--- config.mk ---
export PLATFORM = sky130hd
export DESIGN_NAME = bloom_ctrl
export DESIGN_NICKNAME = d
export VERILOG_FILES = /design/src/rtl/bloom_pkg.sv /design/src/rtl/bloom_hash.sv /design/src/rtl/bloom_ctrl.sv
export SDC_FILE = /design/constraint.sdc
export NUM_CORES = 1
export LEC_CHECK = 0
export ABC_CLOCK_PERIOD_IN_PS = 13530
export CAP_MARGIN = 40
export CELL_PAD_IN_SITES_DETAIL_PLACEMENT = 1
export CELL_PAD_IN_SITES_GLOBAL_PLACEMENT = 1
export CORE_ASPECT_RATIO = 0.75
export CORE_MARGIN = 4
export CORE_UTILIZATION = 30
export DETAILED_ROUTE_END_ITERATION = 7
export PLACE_DENSITY = 0.55
export SYNTH_ARGS = -nofsm -noshare
export SYNTH_HDL_FRONTEND = slang
export SYNTH_HIERARCHICAL = 1
export SYNTH_SLANG_ARGS = --single-unit
--- constraint.sdc ---
create_clock -name clk_i -period 13.53 [get_ports clk_i]
set_clock_uncertainty 0.05 [all_clocks]
set_input_delay 2.0295 -clock clk_i [delete_from_list [all_inputs] [get_ports clk_i]]
set_output_delay 2.0295 -clock clk_i [all_outputs]
set_load 0.02 [all_outputs]
--- src/rtl/bloom_pkg.sv ---
// bloom_pkg: shared types and hash seeds for the bloom-filter controller
package bloom_pkg;
  localparam int WORD_W = 32;
  typedef enum logic [1:0] {OP_ILL, OP_INSERT, OP_CHECK, OP_CLEAR} bloom_op_e;
  typedef enum logic [2:0] {IDLE, RD, WAIT, WR, CLR, RESP} bloom_state_e;
  localparam logic [31:0] SEED [4] = '{32'h9E3779B1, 32'h85EBCA77, 32'hC2B2AE3D, 32'h27D4EB2F};
endpackage

--- src/rtl/bloom_hash.sv ---
// bloom_hash: multiplicative hash of an element into a filter word address and bit index
//   data_i  element value
//   k_i     hash function number (selects the seed)
//   word_o  RAM word holding the filter bit
//   bit_o   bit position inside that word
module bloom_hash
  import bloom_pkg::*;
#(
  parameter int IDX_W = 10
) (
  input  logic [31:0]      data_i,
  input  logic [1:0]       k_i,
  output logic [IDX_W-6:0] word_o,
  output logic [4:0]       bit_o
);
  // top IDX_W bits of the low 32 bits of the product
  assign {word_o, bit_o} = IDX_W'((data_i * SEED[k_i]) >> (32 - IDX_W));
endmodule

--- src/rtl/bloom_ctrl.sv ---
// bloom_ctrl: sequences INSERT/CHECK/CLEAR bloom-filter instructions against an external bit-array RAM
//   clk_i, rst_ni                 clock, asynchronous active-low reset
//   req_valid_i/req_ready_o       operation handshake from EX (ready only in IDLE)
//   req_op_i, req_data_i          opcode and element, sampled at accept
//   rsp_valid_o, rsp_match_o      one-cycle completion pulse and CHECK result (held until next response)
//   busy_o, ins_cnt_o             activity flag and saturating INSERT count since last CLEAR
//   mem_req_o .. mem_rdata_i      single-port RAM interface, read data valid the cycle after a read
module bloom_ctrl
  import bloom_pkg::*;
#(
  parameter  int FILTER_BITS = 1024,
  parameter  int NUM_HASH    = 3,
  localparam int IDX_W       = $clog2(FILTER_BITS),
  localparam int DEPTH       = FILTER_BITS / WORD_W,
  localparam int ADDR_W      = IDX_W - 5
) (
  input  logic              clk_i,
  input  logic              rst_ni,
  input  logic              req_valid_i,
  output logic              req_ready_o,
  input  logic [1:0]        req_op_i,
  input  logic [31:0]       req_data_i,
  output logic              rsp_valid_o,
  output logic              rsp_match_o,
  output logic              busy_o,
  output logic [15:0]       ins_cnt_o,
  output logic              mem_req_o,
  output logic              mem_we_o,
  output logic [ADDR_W-1:0] mem_addr_o,
  output logic [31:0]       mem_wdata_o,
  input  logic [31:0]       mem_rdata_i
);
  bloom_state_e      state_q, state_d;
  bloom_op_e         op_q;
  logic [31:0]       data_q, wr_q;
  logic [1:0]        k_q;
  logic [ADDR_W-1:0] clr_q, word;
  logic [4:0]        bit_idx;
  logic [15:0]       ins_q;
  logic              match_q, hit, last;

  bloom_hash #(.IDX_W(IDX_W)) u_hash (
    .data_i(data_q),
    .k_i   (k_q),
    .word_o(word),
    .bit_o (bit_idx)
  );

  assign hit         = mem_rdata_i[bit_idx];
  assign last        = k_q == 2'(NUM_HASH - 1);
  assign req_ready_o = state_q == IDLE;
  assign busy_o      = !req_ready_o;
  assign rsp_valid_o = state_q == RESP;
  assign rsp_match_o = match_q;
  assign ins_cnt_o   = ins_q;
  assign mem_req_o   = state_q inside {RD, WR, CLR};
  assign mem_we_o    = state_q inside {WR, CLR};
  assign mem_addr_o  = state_q == CLR ? clr_q : mem_req_o ? word : '0;
  assign mem_wdata_o = state_q == WR ? wr_q : '0;

  always_comb begin
    state_d = state_q;
    unique case (state_q)
      IDLE:    state_d = !req_valid_i ? IDLE : req_op_i == OP_CLEAR ? CLR : req_op_i == OP_ILL ? RESP : RD;
      RD:      state_d = WAIT;
      WAIT:    state_d = op_q == OP_INSERT ? WR : (!hit || last) ? RESP : RD;
      WR:      state_d = last ? RESP : RD;
      CLR:     state_d = clr_q == ADDR_W'(DEPTH - 1) ? RESP : CLR;
      RESP:    state_d = IDLE;
      default: state_d = IDLE;
    endcase
  end

  always_ff @(posedge clk_i or negedge rst_ni) begin
    if (!rst_ni) begin
      state_q <= IDLE;
      op_q    <= OP_ILL;
      data_q  <= '0;
      wr_q    <= '0;
      k_q     <= '0;
      clr_q   <= '0;
      ins_q   <= '0;
      match_q <= 1'b0;
    end else begin
      state_q <= state_d;
      if (state_q == IDLE && req_valid_i) begin
        op_q   <= bloom_op_e'(req_op_i);
        data_q <= req_data_i;
        k_q    <= '0;
        clr_q  <= '0;
      end
      if ((state_q == WAIT && op_q == OP_CHECK && hit && !last) || (state_q == WR && !last))
        k_q <= k_q + 2'd1;
      if (state_q == WAIT)
        wr_q <= mem_rdata_i | (32'd1 << bit_idx);
      if (state_q == CLR)
        clr_q <= clr_q + 1'b1;
      // only a CHECK ending in WAIT with its bit set reaches RESP from WAIT with a hit
      if (state_d == RESP)
        match_q <= state_q == WAIT && hit;
      // IDLE->RESP is the illegal op, whose op_q is stale and must not touch the count
      if (state_d == RESP && state_q != IDLE)
        ins_q <= op_q == OP_CLEAR ? '0 : (op_q == OP_INSERT && ins_q != '1) ? ins_q + 16'd1 : ins_q;
    end
  end
endmodule
# After elaboration in Yosys (flattened, before gate mapping)
# Cells that the tools add are included.
# classes
n_mux	22
add_sub_neg	3
n_lt_le_gt_ge	2
n_reduce_logical	22
bitwise	2
multipliers	1
shifts	1
eq_ne	13
# ops
op	count
$mux W32	3
$bmux W32 S2	1
$mul A32 B32 Y32	1
$mux W16	2
$or A32 B32 Y32	1
$shl A1 B5 Y32 const A	1
$mux W5	4
$mux W3	6
$add A16 B1 Y16 const B	1
$ne A16 B16 Y1 const B	1
$pmux W3 S5	1
$eq A3 B3 Y1 const B	3
$eq A2 B2 Y1 const B	4
$logic_and A1 B1 Y1	8
$reduce_bool A2 Y1	4
$eq A3 B2 Y1 const B	2
$lt A5 B6 Y1 const B	1
$reduce_bool A3 Y1	2
$add A5 B1 Y5 const B	1
$bmux W1 S5	1
$eq A5 B5 Y1 const B	1
$mux W2	2
$eq A3 B1 Y1 const B	1
$ge A3 B3 Y1 const B	1
other kinds (9)	13
# word_totals
ff_bits	93
in_bits	69
output_inout_bits	59

# Logic depth before layout (Yosys ltp)
# Gate-level depths: netlist of the first run.
# logic_depth
word_depth	15
depth_mapped	39
ltp_nobuf	33

# By module
# Netlist of the first run, hierarchy kept.
# modules_own_cells
module	cells_each	area_each_um2	instances	seq_area_each_um2
bloom_hash	1462	14094.8	1	0.0
bloom_ctrl	543	4792.1	1	2327.2

# Worst setup path after synthesis of the first run
# Ideal clock, no wire load.
# synth_timing
path_type	reg-to-output
startpoint	register k_q[0]
endpoint	output port mem_addr_o[2]
path_stages_with_launch	29
n_path_buf	4
slack_ns	3.368
required_ns	11.450
t_arrival_ns	8.082
cell_sequence	dfrtp_1 > inv_1 > clkbuf_1 > clkbuf_1 > ha_1 > clkbuf_1 > clkbuf_1 > nand2b_1 > inv_1 > fa_1 > fa_1 > fa_1 > inv_1 > fa_1 > inv_1 > fa_1 > fa_1 > fa_1 > fa_1 > ha_1 > a21o_1 > a31oi_1 > o21ai_0 > a21oi_1 > o21ai_0 > a31o_2 > or4_1 > o311ai_1 > a32o_1
# synth_via
elab_chain_len	7
# synth_lines
item	line_no	source
from (decl)	bloom_ctrl.sv:36	logic [1:0] k_q;
from (signal assigned)	bloom_ctrl.sv:93	k_q <= k_q + 2'd1;
$not A2 Y3 (not written as such)	bloom_hash.sv:17	assign {word_o, bit_o} = IDX_W'((data_i * SEED[k_i]) >> (32 - IDX_W));
$bmux W32 S2	bloom_hash.sv:17	
$mux W32 (not written as such) (2 in a row)	bloom_hash.sv:17	
$mul A32 B32 Y32	bloom_hash.sv:17	
named net word[2]	bloom_ctrl.sv:37	logic [ADDR_W-1:0] clr_q, word;
$mux W5 (2 in a row)	bloom_ctrl.sv:58	assign mem_addr_o = state_q == CLR ? clr_q : mem_req_o ? word : '0;
to (decl)	bloom_ctrl.sv:29	output logic [ADDR_W-1:0] mem_addr_o,
# The timed path passes the listed nets, and every way through them passes these cells. The select of a mux whose other input is x is not followed.

# Final worst setup path of the first run
# layout_timing
startpoint	register k_q[1]
endpoint	output port mem_addr_o[4]
# Same word-level chain as after synthesis.

==> results of run 1 <==
## through the flow
| step | setup slack (ns) | area, um^2 | utilization | hold slack (ns) |
|---|---|---|---|---|
| CTS | 1.87 | 21500 | 0.345 | 0.428 |
| finish | 1.92 | 21500 | 0.345 | 0.420 |
| detailed placement | 2.35 | 21200 | 0.340 | 0.412 |
| global placement | 1.81 | 21100 | 0.339 | 0.405 |
| global route | 1.51 | 21500 | 0.345 | 0.454 |
| floorplan | 3.37 | 18900 | - | 0.392 |
## cell type report
class / instances / share of cell area
clock buffer: 9 / 0.0105
clock inverter: 5 / 0.00396
inverter: 461 / 0.0806
multi-input combinational: 1383 / 0.678
sequential: 93 / 0.108
tap: 810 / 0.0472
timing repair buffer: 157 / 0.0718
## worst paths after layout
check                      startpoint            end  cells past startpoint
min in group asynchronous      rst_ni   ins_cnt_o[7]                      1
setup / recovery               k_q[1]  mem_addr_o[4]                     29
hold / removal               wr_q[17]       wr_q[17]                      2
hold reg to reg              wr_q[17]       wr_q[17]                      2
setup reg to reg               k_q[1]   ins_cnt_o[1]                     32
max in group asynchronous      rst_ni      data_q[3]                      2
## worst min-delay path: stages, from the launching register on
cell,delay [ns]
dfrtp_1,0.34
nand2_1,0.04
o21ai_0,0.06
## kinds of logic after synthesis
family	Yosys count	share of synthesized area
fa+ha+maj	540	0.516
buf+inv	529	0.107
xor+xnor	77	0.0364
mux	19	0.0140
flops	93	0.123
compound gates	164	0.0564
simple gates	583	0.147
## synth_stat cells (6+ instances only)
| cell type | n |
|---|---|
| a21oi_1 | 53 |
| o21ai_0 | 53 |
| buf_2 | 6 |
| fa_1 | 398 |
| nor2_1 | 109 |
| ha_1 | 142 |
| nand3_1 | 21 |
| nor3_1 | 9 |
| inv_1 | 460 |
| nor2b_1 | 36 |
| and2_1 | 82 |
| nand2_1 | 238 |
| mux4_2 | 6 |
| xnor2_1 | 66 |
| a21o_1 | 12 |
| o22a_1 | 12 |
| mux2i_1 | 13 |
| dfrtp_1 | 93 |
| and3_1 | 6 |
| clkbuf_1 | 56 |
| xor2_1 | 10 |
| nand2b_1 | 57 |
## flip-flops by register name, indices dropped and copies added (netlist names)
name	cells
rsp_match_o	1
op_q	2
data_q	32
clr_q	5
k_q	2
state_q	3
wr_q	32
ins_cnt_o	16
## routing by layer
metal  share of wire  vias up  GRT usage
met5         0.00045        -          0
li1                -     6198          -
met3           0.092       26     0.0637
met4          0.0056        4     0.0217
met2            0.42      450      0.313
met1            0.49     7390      0.317
==> results, run 1 <==
- The most common cell after layout, fill and taps aside is inv_1.
- The net total in the final layout is 2,714.
- The cell area after synthesis is 18,900 um^2.
- The number of setup buffers added after CTS is 0.
- The CTS root buffer is clkbuf_16.
- The post-route fraction of the period consumed by the critical path is 0.858.
- Data on the critical path is required at its endpoint by 11.45 ns.
- The critical path data arrival time is 9.53 ns.
- The congestion estimate from routability-driven global placement came to 0.972.
- After detailed routing, the average wire length per cell comes to 23.6 um.
- The clock slew seen by the registers of the worst setup and hold paths is 0.07 ns.
- The area of the die is 67,100 um^2.
- In the final layout, the share of cells above drive strength 1 is 0.0299.
- In this run the number of H-tree levels came out at 3.
- The number of max-cap violations is 0.
- The most used flip-flop cell after synthesis is dfrtp_1.
- The timing-limited maximum frequency is 86.2 MHz.
- For this configuration, the core starts out at a cell density of 0.304.
- Yosys mapped a number of flops with a built-in enable equal to 0.
- The shortest clock period the worst path allows after layout is 11.61 ns.
- The area of the core is 62,200 um^2.
- In this design, the stage delay of the slowest critical-path cell is 0.77 ns.
- Setup slack on the worst reg-to-reg path comes out at 3.09 ns.
- For this run, the number of standard cells in the final layout without fillers is 2,918.
- The number of gates given a new drive strength after cts is 0.
- The initial antenna violation count is 2.
- The family with the most delay on the worst path is adder cells.
- Summing all multi-input logic gate instances after layout gives 14,500 um^2.
- For the pin with the worst max-slew slack, the measured transition is 0.918 ns.
- In this run the deepest clock path goes through 2 buffers.
- The height of the die is 225 um.
- The post-synthesis instance total is 2,005.
- The run finished with clean final reports.
- The number of CTS-inserted buffers is 9.
- The placed instance count is 2,904.
- The first-pass detailed-route iteration total is 5.
- For the final routed database, the setup TNS stands at 0 ns.
- The critical path contains buffers and inverters numbering 11 combined.
- The die is 298 um wide.
- The number of nets produced by synthesis is 2,614.
- For this run, the number of Yosys warnings is 6.
- The share of the Yosys chip area taken by registers is 0.123.
- The highest-delay cell along the critical path is a2111oi_0.
- The hold-fix buffer count after cts is 0.
- The synthesized design spends more area on one cell type than any other, namely fa_1.
- The all-layer global routing usage is 0.212.
- Compared with the post-synthesis result, the final layout area differs by 13.7%.
- The clock network latency to the later pin of the worst-skew pair is 0.37 ns.
- Measured against its own limit, the worst slew margin works out to 0.388.
- In the layout the commonest cells are 460 x inv_1, 398 x fa_1, 238 x nand2_1.
- The count of final hold-check violations is 0.
- After detailed routing, the number of vias per cell comes to 4.82.
- Yosys attributes the largest share of cell area to fa_1 42%, dfrtp_1 12%, ha_1 9.4%.
- STA classifies the critical path endpoint as a primary output.
- The number of rows created at floorplan is 79.
- The filler cells instantiated in the layout total 7,120.
- The final route contains 14,100 vias.
- STA classifies the critical path startpoint as a flip-flop.
- The class of the worst hold path is reg -> reg.
- Of all nets on the critical path, the largest fanout is 28.
- The via count of the first global-routing pass is 16,100.
- The DRC violations left is 0.
- The per-instance average area after synthesis is 9.42 um^2.
- The count of nets left with antenna violations once routing finished came out at 0.
- The fraction of synthesis flops using an asynchronous set or reset pin is 1.00.
- The repair_antennas step left the layout with diodes totalling 0.
- Setup repair after global routing left no endpoint under its margin.
- The first global-routing pass estimated 106 mm of wire.
- The worst setup path is of the reg -> out kind.
- The share of synthesized area in the top cell type comes to 0.422.
- Entering global routing, the biggest net connects 69 pins.
- The sequential cell area in the final layout is 2330 um^2.
- The number of max-slew violations in the final report is 0.
- After synthesis the netlist holds a flip-flop and latch count of 93.
- The number of port buffers is 127.
- For this block, the routed nets add up to 69.0 mm of wire.
- The clock tree from TritonCTS is done.
- The final setup violation count is 0.
- Pin placement for this block handled 128 I/O pins.
- The number of unique standard cell types used by synthesis is 62.
- The most frequent cell on the critical path is fa_1.
- After legalization and detailed placement, the total HPWL measured 59.3 mm.
- The first routing iteration left 1,029 violations.
- After global routing the overflow that remains totals 0.
- The number of clock sinks is 93.
Power of run 1 is left out: the tool's default activity adds up to more than one toggle a clock period on the data nets, which glitch-free logic cannot reach.
==> run 2, diff against run 1 <==
--- a/config.mk
+++ b/config.mk
@@ -13,7 +13,8 @@
 export CORE_MARGIN = 4
 export CORE_UTILIZATION = 30
 export DETAILED_ROUTE_END_ITERATION = 7
-export PLACE_DENSITY = 0.55
+export DONT_BUFFER_PORTS = 1
+export PLACE_DENSITY = 0.52
 export SYNTH_ARGS = -nofsm -noshare
 export SYNTH_HDL_FRONTEND = slang
 export SYNTH_HIERARCHICAL = 1
==> run 2 against run 1 <==
Against the previous run: register-to-register slack improved by 0.17 ns; critical path depth down 2; flip-flop and latch count unchanged; global-route usage decreased by 0.35 points; die area did not move; setup slack gained 0.43 ns; first-iteration DRC count fell by 7.3%; sequential share of layout area grew 0.69 points; final area shrank 6.0%; fmax up 3.9%; non-clock buffer count decreased by 128; count of clock-buffer cells in the layout grew 1; critical path type unchanged; critical endpoint unchanged; largest cell class unchanged.
==> results, run 2 (same netlist as run 1, synthesis figures left out) <==
- The number of gates given a new drive strength after cts is 0.
- No sink is reached through more buffers than the 2 on the longest clock path.
- The max-slew headroom at the worst pin is 0.428.
- TritonCTS built the clock tree.
- The endpoint kind of the worst setup timing path is a primary output.
- Routability-driven placement finished with a final weighted congestion of 0.959.
- The flow ran to the end, and the final reports show no timing, DRC or antenna violations.
- The final setup violation count is 0.
- The die is 298 um wide.
- Setup repair after global routing left no endpoint under its margin.
- In the routed design, unresolved DRC markers number 0.
- The depth of the worst hold-timing path is 2.
- In the final routed layout, each cell accounts on average for 24.4 um.
- Of all nets on the critical path, the largest fanout is 28.
- The library cells used most frequently in the layout, excluding fill and tap cells, are 460 x inv_1, 398 x fa_1, 238 x nand2_1.
- The HPWL after detailed placement is 58.2 mm.
- The most frequent cell on the critical path is fa_1.
- The min-delay analysis places its worst path in the category reg -> reg.
- The first global-routing pass estimated 103 mm of wire.
- In this design, the stage delay of the slowest critical-path cell is 0.73 ns.
- The shortest clock period the worst path allows after layout is 11.17 ns.
- The worst setup path is launched from a flip-flop.
- The all-layer global routing usage is 0.209.
- The root buffer cell chosen for the clock tree is clkbuf_16.
- The aggregate negative setup slack is 0 ns.
- The number of max-slew violations in the final report is 0.
- The finished layout holds 2,793 standard cells, fillers aside.
- In this run the tool buffered the top-level ports with 0 buffer cells.
- The post-route fraction of the period consumed by the critical path is 0.826.
- The fraction of final layout cells sized beyond drive strength 1 is 0.0318.
- After clock tree synthesis, the setup repair step added 0 buffers.
- The layout-stage area growth over the synthesis result is 6.87%.
- The most common cell after layout, fill and taps aside is inv_1.
- In this run, post-CTS hold repair placed 0 buffers.
- The critical path data arrival time is 9.09 ns.
- In this run, placement finished with an instance count of 2,776.
- The sum of routed wire length over all layers is 68.3 mm.
- The routed layout has 13,700 vias.
- The initial antenna violation count is 1.
- The height of the die is 225 um.
- The number of rows created at floorplan is 79.
- The via count of the first global-routing pass is 15,300.
- Entering global routing, the biggest net connects 94 pins.
- The area after detailed placement is 19,900 um^2.
- In this run the remaining antenna-violating nets after routing total 0.
- The top-level port count is 128.
- The number of cells on the worst reg-to-reg path is 31.
- The number of clock sinks is 93.
- The net total in the final layout is 2,586.
- The first-pass detailed-route iteration total is 7.
- After global routing the overflow that remains totals 0.
- For this configuration, the core starts out at a cell density of 0.304.
- At the worst endpoint, the required time is 11.45 ns.
- The clock network latency to the later pin of the worst-skew pair is 0.38 ns.
- The critical path class is reg -> out.
- The H-tree generated during clock tree synthesis spans 3 levels.
- The count of final hold-check violations is 0.
- The number of CTS-inserted buffers is 9.
- The clock slew seen by the registers of the worst setup and hold paths is 0.07 ns.
- The number of max-cap violations is 0.
- The area of all placed cells without fillers is 20,200 um^2.
- The highest-delay cell along the critical path is a2111oi_0.
- Based on the critical path, the design can be clocked at up to 89.5 MHz.
- The area of the core is 62,200 um^2.
- The ratio of routed vias to standard cells is 4.90.
- The floorplan step defined a die boundary enclosing 67,100 um^2.
- The number of DRC markers in iteration 0 is 954.
- For the pin with the worst max-slew slack, the measured transition is 0.856 ns.
-- run 2: routing by layer --
metal	routed length [um]	track usage	vias to the layer above
met2	28600	0.305	443
li1	-	-	5938
met1	32600	0.313	7273
met4	600	0.0294	2
met5	8	0	-
met3	6430	0.0595	34
-- run 2: stage by stage --
stage          setup slack (ns)  utilization  hold slack [ns]
5_1_grt                    2.03        0.325            0.455
2_1_floorplan              3.37            -            0.392
6_report                   2.36        0.325            0.425
4_1_cts                    2.34        0.325            0.432
3_5_place_dp               2.81        0.320            0.415
3_3_place_gp               2.38        0.319            0.406
-- run 2: path summary, 6_finish.rpt --
kind	startpoint	endpoint	slack, ns
min	wr_q[27]	wr_q[27]	0.43
min reg2reg	wr_q[27]	wr_q[27]	0.43
max reg2reg	k_q[1]	ins_cnt_o[1]	3.26
min in group asynchronous	rst_ni	ins_cnt_o[7]	1.28
max in group asynchronous	rst_ni	data_q[0]	11.99
max	k_q[1]	mem_addr_o[4]	2.36
-- run 2: critical path, delay by kind of cell, from the launching register on --
family | cells | cell delay (ns)
flops | 1 | 0.39
buf+inv | 9 | 1.39
fa+ha+maj | 10 | 4.77
compound gates | 4 | 1.44
xor+xnor | 1 | 0.15
simple gates | 3 | 0.55
-- run 2: layout make-up --
type,instances,area (um^2)
fillers,7059,42000
diodes,1,2.50
clock buffers,10,239
multi-input cells,1383,14500
inverters,461,1730
clock inverters,6,75.1
well taps,810,1010
repair buffers,29,249
flip-flops and latches,93,2330
Power of run 2 is left out for the same reason.
==> run 3, diff against run 2 <==
--- a/config.mk
+++ b/config.mk
@@ -5,7 +5,7 @@
 export SDC_FILE = /design/constraint.sdc
 export NUM_CORES = 1
 export LEC_CHECK = 0
-export ABC_CLOCK_PERIOD_IN_PS = 13530
+export ABC_CLOCK_PERIOD_IN_PS = 9800
 export CAP_MARGIN = 40
 export CELL_PAD_IN_SITES_DETAIL_PLACEMENT = 1
 export CELL_PAD_IN_SITES_GLOBAL_PLACEMENT = 1
@@ -14,7 +14,7 @@
 export CORE_UTILIZATION = 30
 export DETAILED_ROUTE_END_ITERATION = 7
 export DONT_BUFFER_PORTS = 1
-export PLACE_DENSITY = 0.52
+export PLACE_DENSITY = 0.54
 export SYNTH_ARGS = -nofsm -noshare
 export SYNTH_HDL_FRONTEND = slang
 export SYNTH_HIERARCHICAL = 1
==> constraint.sdc (replaced) <==
create_clock -name clk_i -period 9.8 [get_ports clk_i]
set_clock_uncertainty 0.05 [all_clocks]
set_input_delay 1.47 -clock clk_i [delete_from_list [all_inputs] [get_ports clk_i]]
set_output_delay 1.47 -clock clk_i [all_outputs]
set_load 0.02 [all_outputs]
==> run 3 against run 2 <==
Against the previous run: final area grew 3.0%; core utilization up 0.99 points; non-clock buffer count rose by 49; via count down 0.86%; sequential share of layout area is 0.33 points lower; register-to-register slack got worse by 2.8 ns; flip-flop and latch count stayed put; count of clock-buffer cells in the layout up 1; first-iteration DRC count fell by 4.1%; die area unchanged; hold slack better by 0.0012 ns; critical path type unchanged; highest routed layer is now met4.
==> results, run 3 (same netlist as run 1, synthesis figures left out) <==
- The class of the worst hold path is reg -> reg.
- The highest metal layer with signal wires is met4.
- The endpoint kind of the worst setup timing path is a primary output.
- The first-pass detailed-route iteration total is 5.
- The antenna diode count is 0.
- The worst register-to-register path ends at ins_cnt_o[9].
- In the layout the commonest cells are 457 x inv_1, 394 x fa_1, 237 x nand2_1.
- The area of the core is 62,200 um^2.
- From bottom edge to top edge, the die measures 225 um.
- The clock slew seen by the registers of the worst setup and hold paths is 0.08 ns.
- The H-tree was split into 3 levels.
- The number of max-slew violations in the final report is 0.
- After detailed routing, the average wire length per cell comes to 24.2 um.
- The path with the worst hold slack has its endpoint at wr_q[1].
- The tightest hold path in the finished design has a slack of 0.426 ns.
- Data arrives at the worst endpoint at 8.08 ns.
- The required time of the critical path is 8.28 ns.
- The run finished with clean final reports.
- Across all layers, the routed design uses 13,600 vias.
- The initial cell density of the core is 0.304.
- The floorplan step defined a die boundary enclosing 67,100 um^2.
- Using the TritonRoute via totals, the vias-per-cell ratio works out to 4.78.
- Row generation in the floorplan step produced 79 rows.
- In this design, the stage delay of the slowest critical-path cell is 0.55 ns.
- The worst register-to-register path has a setup slack of 0.50 ns.
- The buffer levels on the longest clock path is 2.
- The count of nets left with antenna violations once routing finished came out at 0.
- For this run, the post-layout net count is 2,635.
- The clock network latency to the later pin of the worst-skew pair is 0.37 ns.
- The via count of the first global-routing pass was 15,500.
- The aggregate negative setup slack is 0 ns.
- Among the stages of the critical path, the cell type that occurs most often is fa_1.
- The sum of routed wire length over all layers is 68.7 mm.
- The layout-stage area growth over the synthesis result is 10.1%.
- Entering global routing, the biggest net connects 94 pins.
- Clock tree synthesis selected as its root buffer the cell clkbuf_16.
- The most common cell after layout, fill and taps aside is inv_1.
- Of the available clock period, the critical path in the final layout requires 0.980.
- TritonCTS built the clock tree.
- The DRC violations left is 0.
- The depth of the most critical reg-to-reg path is 33.
- The critical path class is reg -> out.
- The timing-limited maximum frequency is 104 MHz.
- In the final layout, the share of cells above drive strength 1 is 0.0753.
- The die is 298 um wide.
- The count of final hold-check violations is 0.
- The worst hold path begins at wr_q[1].
- The count of buffers added on input and output ports is 0.
- Clock tree synthesis found a total of 93 sinks.
- The worst-margin pin slew is 0.761 ns.
- The critical-path maximum fanout is 11.
- The max-slew headroom at the worst pin is 0.491.
- After layout, the minimum clock period comes to 9.60 ns.
- At the end of routability-driven placement, the weighted congestion stood at 0.966.
- The number of clock buffers added by TritonCTS is 9.
- After the first detailed-routing iteration, the DRC count stood at 915.
- Summed over all nets, the half-perimeter wirelength after detailed placement is 59.3 mm.
- The depth of the worst hold-timing path is 2.
- Summed over all layers, the global routing overflow is 0.
- The slowest stage of the critical path belongs to the cell fa_1.
- The all-layer global routing usage is 0.209.
- The met1 wire length is 32.7 mm.
- The global-route wire length before repair is 103 mm.
- The critical path startpoint category is a flip-flop.
- Detailed routing placed a total of 6.07 mm of wire on met3.
- Once layout is complete, the utilization of the core stands at 0.335.
- The initial antenna violation count was 0.
- The final setup violation count is 0.
- The number of max-cap violations is 0.
- The met2 wirelength from detailed routing is 29.2 mm.
- In this run the critical register-to-register path is launched from k_q[0].
- The top-level port count is 128.
-- run 3: area by class of cell --
| type | instances | area, um^2 |
|---|---|---|
| timing repair buffer | 78 | 666 |
| inverter | 461 | 1730 |
| clock buffer | 11 | 243 |
| tap | 810 | 1010 |
| multi-input combinational | 1383 | 14700 |
| clock inverter | 5 | 67.6 |
| fill | 7067 | 41400 |
| sequential | 93 | 2330 |
-- run 3: repair_timing --
item / 4_1_cts / 5_1_grt
pin swaps: 1 / 10
hold buffers: 0 / 0
buffers inserted: 0 / 4
resized for setup: 13 / 47
cloned: 0 / 1
setup endpoints to repair: 5 / 5
-- run 3: worst max path at each step --
stage | start | end | slack [ns] | cells past startpoint
2_1_floorplan | k_q[0] | mem_addr_o[2] | 0.20 | 28
3_3_place_gp | k_q[1] | mem_addr_o[2] | 0.11 | 25
3_5_place_dp | k_q[1] | ins_cnt_o[9] | 0.16 | 31
4_1_cts | k_q[0] | mem_addr_o[3] | 0.02 | 24
5_1_grt | k_q[0] | mem_addr_o[2] | -0.03 | 29
6_report | k_q[0] | mem_addr_o[2] | 0.20 | 27
-- run 3: through the flow --
| stage | worst slack, ns | instance area, um^2 | cells |
|---|---|---|---|
| 3_3_place_gp | 0.106 | 20200 | 2819 |
| 4_1_cts | 0.0159 | 20500 | 2836 |
| 5_1_grt | -0.0252 | 20800 | 2841 |
| 2_1_floorplan | 0.198 | 18900 | 2005 |
| 3_5_place_dp | 0.157 | 20200 | 2820 |
| 6_report | 0.199 | 20800 | 2841 |
-- run 3: layer usage --
metal  global-route usage  vias up
met2                0.311      403
li1                     -     6032
met1                0.308     7105
met4               0.0272        0
met5                    0        -
met3               0.0612       32
-- run 3: worst max-delay path: cells and delay by family (launching register included) --
| family | cells | cell delay (ns) |
|---|---|---|
| simple gates | 4 | 0.90 |
| compound gates | 6 | 1.52 |
| fa+ha+maj | 10 | 3.93 |
| buf+inv | 7 | 0.91 |
| flops | 1 | 0.41 |
Power of run 3 is left out for the same reason.
